<file path="src/rtl/pipe_sched_pkg.sv">
// Shared types and helpers for the pipeline round-robin scheduler and its arbiters.
package pipe_sched_pkg;

  localparam int unsigned MAX_REQ = 16;

  function automatic int unsigned id_w(input int unsigned n);
    return (n <= 2) ? 1 : $clog2(n);
  endfunction

  // Tag ids are sized for the largest supported requester count so one
  // struct type serves every instance; narrower ids are zero-extended.
  localparam int unsigned TAG_ID_W = id_w(MAX_REQ);

  typedef struct packed {
    logic                valid;
    logic [TAG_ID_W-1:0] id;
  } sched_tag_t;

endpackage

</file>
<file path="src/rtl/pipe_rr_scheduler_if.sv">
// Requester, pipeline and response signals of the shared-pipeline scheduler.
interface pipe_rr_scheduler_if #(
  parameter int unsigned NUM_REQ = 4,
  parameter int unsigned DATA_W  = 32,
  parameter int unsigned LATENCY = 4
);
  localparam int unsigned CNT_W = $clog2(LATENCY + 1);

  logic [NUM_REQ-1:0]             req_valid;
  logic [NUM_REQ-1:0][DATA_W-1:0] req_data;
  logic [NUM_REQ-1:0]             req_ready;
  logic                           pipe_clk_en;
  logic [DATA_W-1:0]              pipe_in;
  logic [DATA_W-1:0]              pipe_out;
  logic [NUM_REQ-1:0]             resp_valid;
  logic [DATA_W-1:0]              resp_data;
  logic [NUM_REQ-1:0]             resp_ready;
  logic [CNT_W-1:0]               inflight;

  modport master (
    input  req_valid, req_data, pipe_out, resp_ready,
    output req_ready, pipe_clk_en, pipe_in, resp_valid, resp_data, inflight
  );

  modport slave (
    output req_valid, req_data, pipe_out, resp_ready,
    input  req_ready, pipe_clk_en, pipe_in, resp_valid, resp_data, inflight
  );

endinterface

</file>
<file path="src/rtl/pipe_rr_scheduler_rr_grant.sv">
// Combinational round-robin picker: first set request at or after ptr, wrapping.
module rr_grant #(
  parameter int unsigned N   = 4,
  parameter int unsigned IDW = 2
) (
  input  logic [N-1:0]   req,
  input  logic [IDW-1:0] ptr,
  output logic           grant_valid,
  output logic [IDW-1:0] grant_idx
);

  logic           hi_found;
  logic           lo_found;
  logic [IDW-1:0] hi_idx;
  logic [IDW-1:0] lo_idx;

  // Two ascending scans replace a modulo search: the first hit at or above
  // ptr wins, otherwise the lowest hit overall is the wrapped winner.
  always_comb begin
    hi_found = 1'b0;
    lo_found = 1'b0;
    hi_idx   = '0;
    lo_idx   = '0;
    for (int unsigned j = 0; j < N; j++) begin
      if (req[j] && !hi_found && (IDW'(j) >= ptr)) begin
        hi_found = 1'b1;
        hi_idx   = IDW'(j);
      end
      if (req[j] && !lo_found) begin
        lo_found = 1'b1;
        lo_idx   = IDW'(j);
      end
    end
    grant_valid = lo_found;
    grant_idx   = hi_found ? hi_idx : lo_idx;
  end

endmodule

</file>
<file path="src/rtl/pipe_rr_scheduler.sv">
// Round-robin front end for a shared fixed-latency clock-enabled pipeline;
// a tag line tracks requester ids so results return to their originators.
module pipe_rr_scheduler
  import pipe_sched_pkg::*;
#(
  parameter int unsigned NUM_REQ = 4,
  parameter int unsigned DATA_W  = 32,
  parameter int unsigned LATENCY = 4
) (
  input logic                 clk,
  input logic                 rst,
  pipe_rr_scheduler_if.master bus
);

  localparam int unsigned ID_W  = id_w(NUM_REQ);
  localparam int unsigned CNT_W = $clog2(LATENCY + 1);

  sched_tag_t         tag_q [LATENCY];
  sched_tag_t         tag_d [LATENCY];
  logic [ID_W-1:0]    rr_ptr_q;
  logic [ID_W-1:0]    rr_ptr_d;
  logic [CNT_W-1:0]   inflight_q;
  logic [CNT_W-1:0]   inflight_d;

  logic               grant_valid;
  logic [ID_W-1:0]    grant_idx;
  logic               stall;
  logic               issue;
  logic               consume;
  logic [NUM_REQ-1:0] req_ready;
  logic [NUM_REQ-1:0] resp_valid;
  logic [DATA_W-1:0]  pipe_in;
  sched_tag_t         entry;

  rr_grant #(
    .N   (NUM_REQ),
    .IDW (ID_W)
  ) u_rr_grant (
    .req         (bus.req_valid),
    .ptr         (rr_ptr_q),
    .grant_valid (grant_valid),
    .grant_idx   (grant_idx)
  );

  always_comb begin
    resp_valid = '0;
    for (int unsigned i = 0; i < NUM_REQ; i++) begin
      if (tag_q[0].valid && (tag_q[0].id == TAG_ID_W'(i))) resp_valid[i] = 1'b1;
    end
    // Head present but its owner not accepting freezes the whole pipeline.
    stall   = |(resp_valid & ~bus.resp_ready);
    issue   = grant_valid & ~stall;
    consume = tag_q[0].valid & ~stall;

    req_ready = '0;
    pipe_in   = '0;
    entry     = '0;
    rr_ptr_d  = rr_ptr_q;
    if (issue) begin
      for (int unsigned i = 0; i < NUM_REQ; i++) begin
        if (grant_idx == ID_W'(i)) begin
          req_ready[i] = 1'b1;
          pipe_in      = bus.req_data[i];
        end
      end
      entry.valid = 1'b1;
      entry.id    = TAG_ID_W'(grant_idx);
      rr_ptr_d    = (grant_idx == ID_W'(NUM_REQ - 1)) ? '0 : grant_idx + ID_W'(1);
    end

    tag_d = tag_q;
    if (!stall) begin
      for (int unsigned i = 0; i + 1 < LATENCY; i++) tag_d[i] = tag_q[i+1];
      tag_d[LATENCY-1] = entry;
    end

    inflight_d = inflight_q;
    case ({issue, consume})
      2'b10:   inflight_d = inflight_q + CNT_W'(1);
      2'b01:   inflight_d = inflight_q - CNT_W'(1);
      default: inflight_d = inflight_q;
    endcase
  end

  always_ff @(posedge clk or posedge rst) begin
    if (rst) begin
      for (int unsigned i = 0; i < LATENCY; i++) tag_q[i] <= '0;
      rr_ptr_q   <= '0;
      inflight_q <= '0;
    end else begin
      tag_q      <= tag_d;
      rr_ptr_q   <= rr_ptr_d;
      inflight_q <= inflight_d;
    end
  end

  assign bus.req_ready   = req_ready;
  assign bus.pipe_clk_en = ~stall;
  assign bus.pipe_in     = pipe_in;
  assign bus.resp_valid  = resp_valid;
  assign bus.resp_data   = bus.pipe_out;
  assign bus.inflight    = inflight_q;

endmodule

</file>
<file path="src/flat_wrapper.sv">
// flat-port wrapper written by rule: the top's interface ports become plain ports
module pipe_rr_scheduler_flat import pipe_sched_pkg::*;
#(
  parameter int unsigned NUM_REQ = 4,
  parameter int unsigned DATA_W  = 32,
  parameter int unsigned LATENCY = 4
)
  (clk, rst, bus_req_valid, bus_req_data, bus_pipe_out, bus_resp_ready, bus_req_ready, bus_pipe_clk_en, bus_pipe_in, bus_resp_valid, bus_resp_data, bus_inflight);
  pipe_rr_scheduler_if #(.NUM_REQ(NUM_REQ), .DATA_W(DATA_W), .LATENCY(LATENCY)) bus_i ();
  input logic clk;
  input logic rst;
  input wire logic [$bits(bus_i.req_valid)-1:0] bus_req_valid;
  input wire logic [$bits(bus_i.req_data)-1:0] bus_req_data;
  input wire logic [$bits(bus_i.pipe_out)-1:0] bus_pipe_out;
  input wire logic [$bits(bus_i.resp_ready)-1:0] bus_resp_ready;
  output wire logic [$bits(bus_i.req_ready)-1:0] bus_req_ready;
  output wire logic [$bits(bus_i.pipe_clk_en)-1:0] bus_pipe_clk_en;
  output wire logic [$bits(bus_i.pipe_in)-1:0] bus_pipe_in;
  output wire logic [$bits(bus_i.resp_valid)-1:0] bus_resp_valid;
  output wire logic [$bits(bus_i.resp_data)-1:0] bus_resp_data;
  output wire logic [$bits(bus_i.inflight)-1:0] bus_inflight;
  assign bus_i.req_valid = bus_req_valid;
  assign bus_i.req_data = bus_req_data;
  assign bus_i.pipe_out = bus_pipe_out;
  assign bus_i.resp_ready = bus_resp_ready;
  assign bus_req_ready = bus_i.req_ready;
  assign bus_pipe_clk_en = bus_i.pipe_clk_en;
  assign bus_pipe_in = bus_i.pipe_in;
  assign bus_resp_valid = bus_i.resp_valid;
  assign bus_resp_data = bus_i.resp_data;
  assign bus_inflight = bus_i.inflight;
  pipe_rr_scheduler #(.NUM_REQ(NUM_REQ), .DATA_W(DATA_W), .LATENCY(LATENCY)) u_core (.clk(clk), .rst(rst), .bus(bus_i));
endmodule
</file>
<file path="config.mk">
export PLATFORM = sky130hd
export DESIGN_NAME = pipe_rr_scheduler_flat
export DESIGN_NICKNAME = d
export VERILOG_FILES = /design/src/rtl/pipe_sched_pkg.sv /design/src/rtl/pipe_rr_scheduler_if.sv /design/src/rtl/pipe_rr_scheduler_rr_grant.sv /design/src/rtl/pipe_rr_scheduler.sv /design/src/flat_wrapper.sv
export SDC_FILE = /design/constraint.sdc
export NUM_CORES = 1
export LEC_CHECK = 0
export ABC_AREA = 1
export CORE_AREA = 2 2 95 97
export DETAILED_ROUTE_END_ITERATION = 8
export DIE_AREA = 0 0 97 99
export GPL_ROUTABILITY_DRIVEN = 0
export GPL_TIMING_DRIVEN = 0
export PLACE_DENSITY = 0.89
export SKIP_LAST_GASP = 1
export SYNTH_ARGS = -nofsm -noshare
export SYNTH_HDL_FRONTEND = slang
export SYNTH_SLANG_ARGS = --single-unit
</file>
<file path="constraint.sdc">
create_clock -name clk -period 4.01 [get_ports clk]
set_input_delay 1.0025 -clock clk [delete_from_list [all_inputs] [get_ports clk]]
set_output_delay 1.0025 -clock clk [all_outputs]
set_load 0.1 [all_outputs]
</file>
-- Yosys cells after proc, flatten, opt, wreduce, memory -nomap -nowiden
Index checks and enable logic that the tools add are counted.
W data, S select, Z words.
- bits in registers: 25
- input bits: 170
- output and inout port bits: 76
- add/sub/neg operators: 3
- order comparisons: 4
- equal/unequal tests: 8
- mux-type cells: 32
- bitwise logic cells: 5
- reductions and logical operators: 24
- operators by type and width (operator ; number):
    $mux W32 ; 5
    $mux W1 ; 18
    $logic_and A1 B1 Y1 ; 14
    $mux W2 ; 6
    $eq A4 B2 Y1 const B ; 2
    $eq A2 B2 Y1 const B ; 3
    $logic_not A1 Y1 ; 6
    $pmux W3 S2 ; 1
    $mux W5 ; 1
    $and A4 B4 Y4 ; 1
    $eq A2 B1 Y1 const B ; 2
    $eq A4 B1 Y1 const B ; 1
    $ge A1 B2 Y1 const A ; 2
    $ge A2 B2 Y1 const A ; 2
    $logic_not A4 Y1 ; 1
    $mux W4 ; 1
    $not A4 Y4 ; 1
    $reduce_or A4 Y1 ; 1
    $add A3 B1 Y3 const B ; 1
    $sub A3 B1 Y3 const B ; 1
    $add A2 B1 Y2 const B ; 1
    $and A1 B1 Y1 ; 2
    $logic_not A2 Y1 ; 1
    $reduce_bool A2 Y1 ; 1
    $not A1 Y1 ; 1

-- Longest topological paths before layout
- word-level depth: 22
- mapped depth: 17
- gate-level depth less buffers: 15

-- Cells and area by module
A second synthesis with hierarchy kept.
- cells, all modules: 435
- area total of the unflattened synthesis: 2514.9 µm²
- by module, submodules not included (module ; times used ; cells an instance ; area an instance (µm²)):
    pipe_rr_scheduler ; 1 ; 414 ; 2431.1
    rr_grant ; 1 ; 21 ; 83.8

-- Worst setup path before layout
OpenSTA, ideal clock, no wires.
- path type: in2out
- start point: input port bus_req_valid[2]
- end point: output port bus_pipe_in[0]
- data arrival time: 3.794 ns
- data required time: 3.008 ns
- setup slack: -0.787 ns
- stages on the path: 13
- path buffers: 3
- path through: a21oi_1 -> inv_1 -> o21ai_0 -> inv_1 -> ha_1 -> buf_4 -> inv_2 -> buf_4 -> buf_2 -> o21ai_0 -> nand2_1 -> o21ai_0 -> nor2_1
- longest elaborated chain between the ends: 14
- elaborated cells on any way between the ends: 27
- those cells by class: eq/ne: 3; mux: 14; bitwise: 1; reduce/logical: 9
- ends and longest elaborated chain (what ; line ; text):
    start, declared ; flat_wrapper.sv:12 ; input wire logic [$bits(bus_i.req_valid)-1:0] bus_req_valid;
    $logic_and A1 B1 Y1 (2 in a row) ; pipe_rr_scheduler_rr_grant.sv:25 ; if (req[j] && !hi_found && (IDW'(j) >= ptr)) begin
    $mux W1 ; pipe_rr_scheduler_rr_grant.sv:25 ;
    $logic_not A1 Y1 ; pipe_rr_scheduler_rr_grant.sv:25 ;
    $logic_and A1 B1 Y1 (2 in a row) ; pipe_rr_scheduler_rr_grant.sv:25 ;
    $mux W2 / $mux W1 (equally long branches) ; pipe_rr_scheduler_rr_grant.sv:25 ;
    $mux W2 ; pipe_rr_scheduler_rr_grant.sv:35 ; grant_idx = hi_found ? hi_idx : lo_idx;
    $logic_not A2 Y1 ; pipe_rr_scheduler.sv:61 ; if (grant_idx == ID_W'(i)) begin
    $mux W32 (4 in a row) ; pipe_rr_scheduler.sv:61 ;
    $mux W32 (*) ; pipe_rr_scheduler.sv:59 ; if (issue) begin
    end, declared ; flat_wrapper.sv:18 ; output wire logic [$bits(bus_i.pipe_in)-1:0] bus_pipe_in;
Every way passes the cells marked *; elsewhere a longest branch is shown, timed or not.

-- Final worst setup path
- start point: input port bus_req_valid[2]
- end point: output port bus_pipe_in[26]
The elaborated chain is that of the path after synthesis.

==> reports/qor_table.md <==
| Parameter | Value |
| --- | --- |
| Number of antenna-violating nets in the routed design | 0 |
| Rows | 34 |
| Cell area after synthesis | 2370 µm² |
| Hold/Removal Path Class | reg2reg |
| Worst flop-to-flop path startpoint | u_core.tag_q[16] |
| Crit path launch type | primary input |
| CTS tree | yes |
| Initial Utilization | 27.7% |
| CTS Root Buffer Type | clkbuf_8 |
| Clock insertion delay at the later pin of the skew report | 250 ps |
| Slew Limit Fails | 0 |
| Slowest stage cell on the critical path | o21ai_4 |
| Via-to-Cell Ratio | 4.96 |
| Commonest cells after routing, fill and taps aside | clkdlybuf4s50_1 (172), nand2_1 (93), nand3_1 (51) |
| Unique cell type count in the Yosys netlist | 26 |
| Number of buffer cells added on primary ports | 213 |
| R2r endpoint | u_core.bus.inflight[2] |
| DR DRC count | 0 |
| Post-Synthesis Mean Instance Area | 5.80 µm² |
| Largest stage delay on the critical path | 180 ps |
| Flop2flop setup slack | 1460 ps |
| Fin crit share | 98.1% |
| Met3 Wirelength | 827 µm |
| Met2 Wirelength | 7530 µm |
| Buffers and inverters on the worst path | 9 |
| Worst endpoint required time | 3010 ps |
| Total GRT Usage | 25.5% |
| Portion of the post-synthesis area used by sequential elements | 18.0% |
| GRT overflow | 0 |
| Depth of the most critical reg-to-reg path | 13 |
| Post-Route Utilization | 68.7% |
| Final hold violation count | 0 |
| Number of global-route vias before repair | 3796 |
| WHS Endpoint | u_core.tag_q[14] |
| Cell chain of the critical path | buf_4 -> a21oi_4 -> inv_2 -> o21ai_4 -> inv_2 -> ha_4 -> buf_6 -> inv_4 -> buf_8 -> buf_12 -> clkbuf_16 -> nand3_1 -> o21ai_1 -> nand2_1 -> o21ai_2 -> nor2_4 -> buf_12 |
| Cell count after placement | 729 |
| Post-detailed-placement half-perimeter wirelength | 9760 µm |
| Minimum clock period after layout | 3930 ps |
| Ratio of cells with drive above 1 in the final layout | 36.4% |
| Longest Clk Path Bufs | 2 |
| Transition time of the tightest slew-check pin | 1030 ps |
| Maximum fanout along the worst path | 5 |
| Cell count after synthesis | 408 |
| Final critical-path setup slack | 76.5 ps |
| Yosys Warn Count | 0 |
| Clk_skew | 4.12 ps |
| Remaining max-slew budget at the tightest pin | 30.9% |
| Worst setup slack after placement | -1670 ps |
| DR vias | 3722 |
| Wire length of the first global-routing pass | 19600 µm |
| Max-cap check violation count | 0 |
| Clock transition at path regs | 60 ps |
| Final standard cell count with taps included and fillers excluded | 751 |
| Arrival time worst endpoint | 2930 ps |
| Top cell family by delay on the critical path | buffers and inverters |
| Maximum number of pins on one net before global-route repair | 18 |
| Top routing layer in use | met4 |
| Clock buffers created by TritonCTS | 3 |
| Post-Synthesis Net Count | 584 |
| Result of the run | complete, no violations |
| DRC marker count from the first detailed-route iteration | 156 |
| Layout-stage area growth over the synthesis result | 148% |
| Die Span Y | 99 µm |
| Core box area | 8550 µm² |
| Most common cell after layout, fill and taps aside | clkdlybuf4s50_1 |
| CTS H-tree depth | 1 |
| Type of destination of the critical path | primary output |
| Number of diodes | 0 |
| Fmax | 0.254 GHz |
| Count of final setup violators | 0 |
| Final nets | 820 |
| Sinks on Clock Net | 17 |
| Routed length per instance | 18.4 µm |
| Die Outline Area | 9600 µm² |
| Overall routed net length | 13800 µm |
| Width of the chip | 97 µm |
| Detailed-route wire length on metal 1 | 5140 µm |
| Number of antenna violations at the first check in global routing | 0 |
| Startpoint of the worst hold path | u_core.tag_q[14] |
| Critical path class | in2out |
| 1st-pass router iterations | 4 |
| Number of register bits inferred by synthesis | 17 |
| Hold path cells | 2 |
| Number of placed I/O pins | 246 |
| Number of hold buffers added after cts | 0 |
[cell usage after synthesis]
library cell  number  area, µm²
a21oi_1           12       60.1
buf_1              2       7.51
buf_12             1       20.0
buf_2             14       70.1
buf_4             35        263
buf_6              1       11.3
clkbuf_1          10       37.5
dfrtp_1           17        425
fa_1               1       20.0
ha_1               5       62.6
inv_1             22       82.6
inv_2              1       3.75
inv_6              1       8.76
nand2_1           97        364
nand2_2            6       37.5
nand3_1           59        295
nand3b_1           1       7.51
nand4_1            1       6.26
nor2_1            39        146
nor2_2             5       31.3
nor3_1             3       15.0
o21ai_0           52        260
o21ai_1           18       90.1
o21ai_2            2       17.5
or2_2              1       6.26
xnor2_1            2       17.5
[cells by family (layout without fill, tap and decap cells)]
logic type / Yosys count / after routing / share of synthesized area [%]
AOI/OAI and AO/OA: 84 / 84 / 18.1
xor gates and xnor gates: 2 / 2 / 0.740
adders and majority gates: 6 / 6 / 3.49
buffers and inverters: 87 / 322 / 21.3
DFF: 17 / 17 / 18.0
and+or+nand+nor: 212 / 212 / 38.4
[worst max-delay path by stage]
stage | start | cells after the start | end
floorplan | bus_req_valid[2] | 13 | bus_pipe_in[0]
global placement | bus_req_valid[2] | 12 | bus_pipe_in[26]
detailed placement | bus_req_valid[0] | 17 | bus_pipe_in[16]
CTS | bus_req_valid[2] | 16 | bus_pipe_in[14]
global route | bus_req_valid[2] | 14 | bus_pipe_in[16]
finish | bus_req_valid[2] | 17 | bus_pipe_in[26]
[per-layer routing]
layer	global-route usage (%)	up-vias
met5	0	-
met1	28.2	1739
met3	4.33	25
li1	-	1778
met4	7.80	0
met2	49.4	180
[stage by stage]
step / instance area (µm²) / hold slack [ps] / TNS [ps]
3_3_place_gp: 4880 / 449 / -52090
2_1_floorplan: 2610 / 434 / -234
5_1_grt: 5880 / 519 / -33.2
3_5_place_dp: 4880 / 461 / -54780
4_1_cts: 5660 / 478 / -7.69
6_report: 5880 / 478 / 0
[flip-flops by register name (all words and copies together), names as in the netlist]
signal and flops:
u_core.rr_ptr_q 2, u_core.bus.inflight 3, u_core.tag_q 12
[final cells by class]
| cell class | instances | area [µm²] |
|---|---|---|
| plain buffers | 63 | 574 |
| clock buffers | 3 | 41.3 |
| clock inverters | 1 | 5.00 |
| fillers | 674 | 2670 |
| inverters | 24 | 113 |
| multi-input cells | 304 | 1940 |
| flip-flops and latches | 17 | 425 |
| well taps | 108 | 135 |
| repair buffers | 231 | 2640 |
[worst register-to-register path: stages, from the launching register on]
cell and delay (ps):
dfrtp_1 430, inv_1 70, nor2_2 140, nand2_2 80
nand2_2 80, nor2_2 60, nand2_2 110, buf_2 390
ha_1 220, inv_1 70, fa_1 370, a21oi_1 140
o21ai_0 120, xnor2_1 150
[what timing repair did]
item                                   4_1_cts  5_1_grt
setup endpoints to repair                   37       34
buffers inserted                            13        1
pin swaps                                   14       20
gates cloned                                 3        2
gates resized for setup                    412       73
endpoints found under the hold margin        0        0
Power is left out: the tool's default activity adds up to more than one toggle a clock period on the data nets, which glitch-free logic cannot reach.
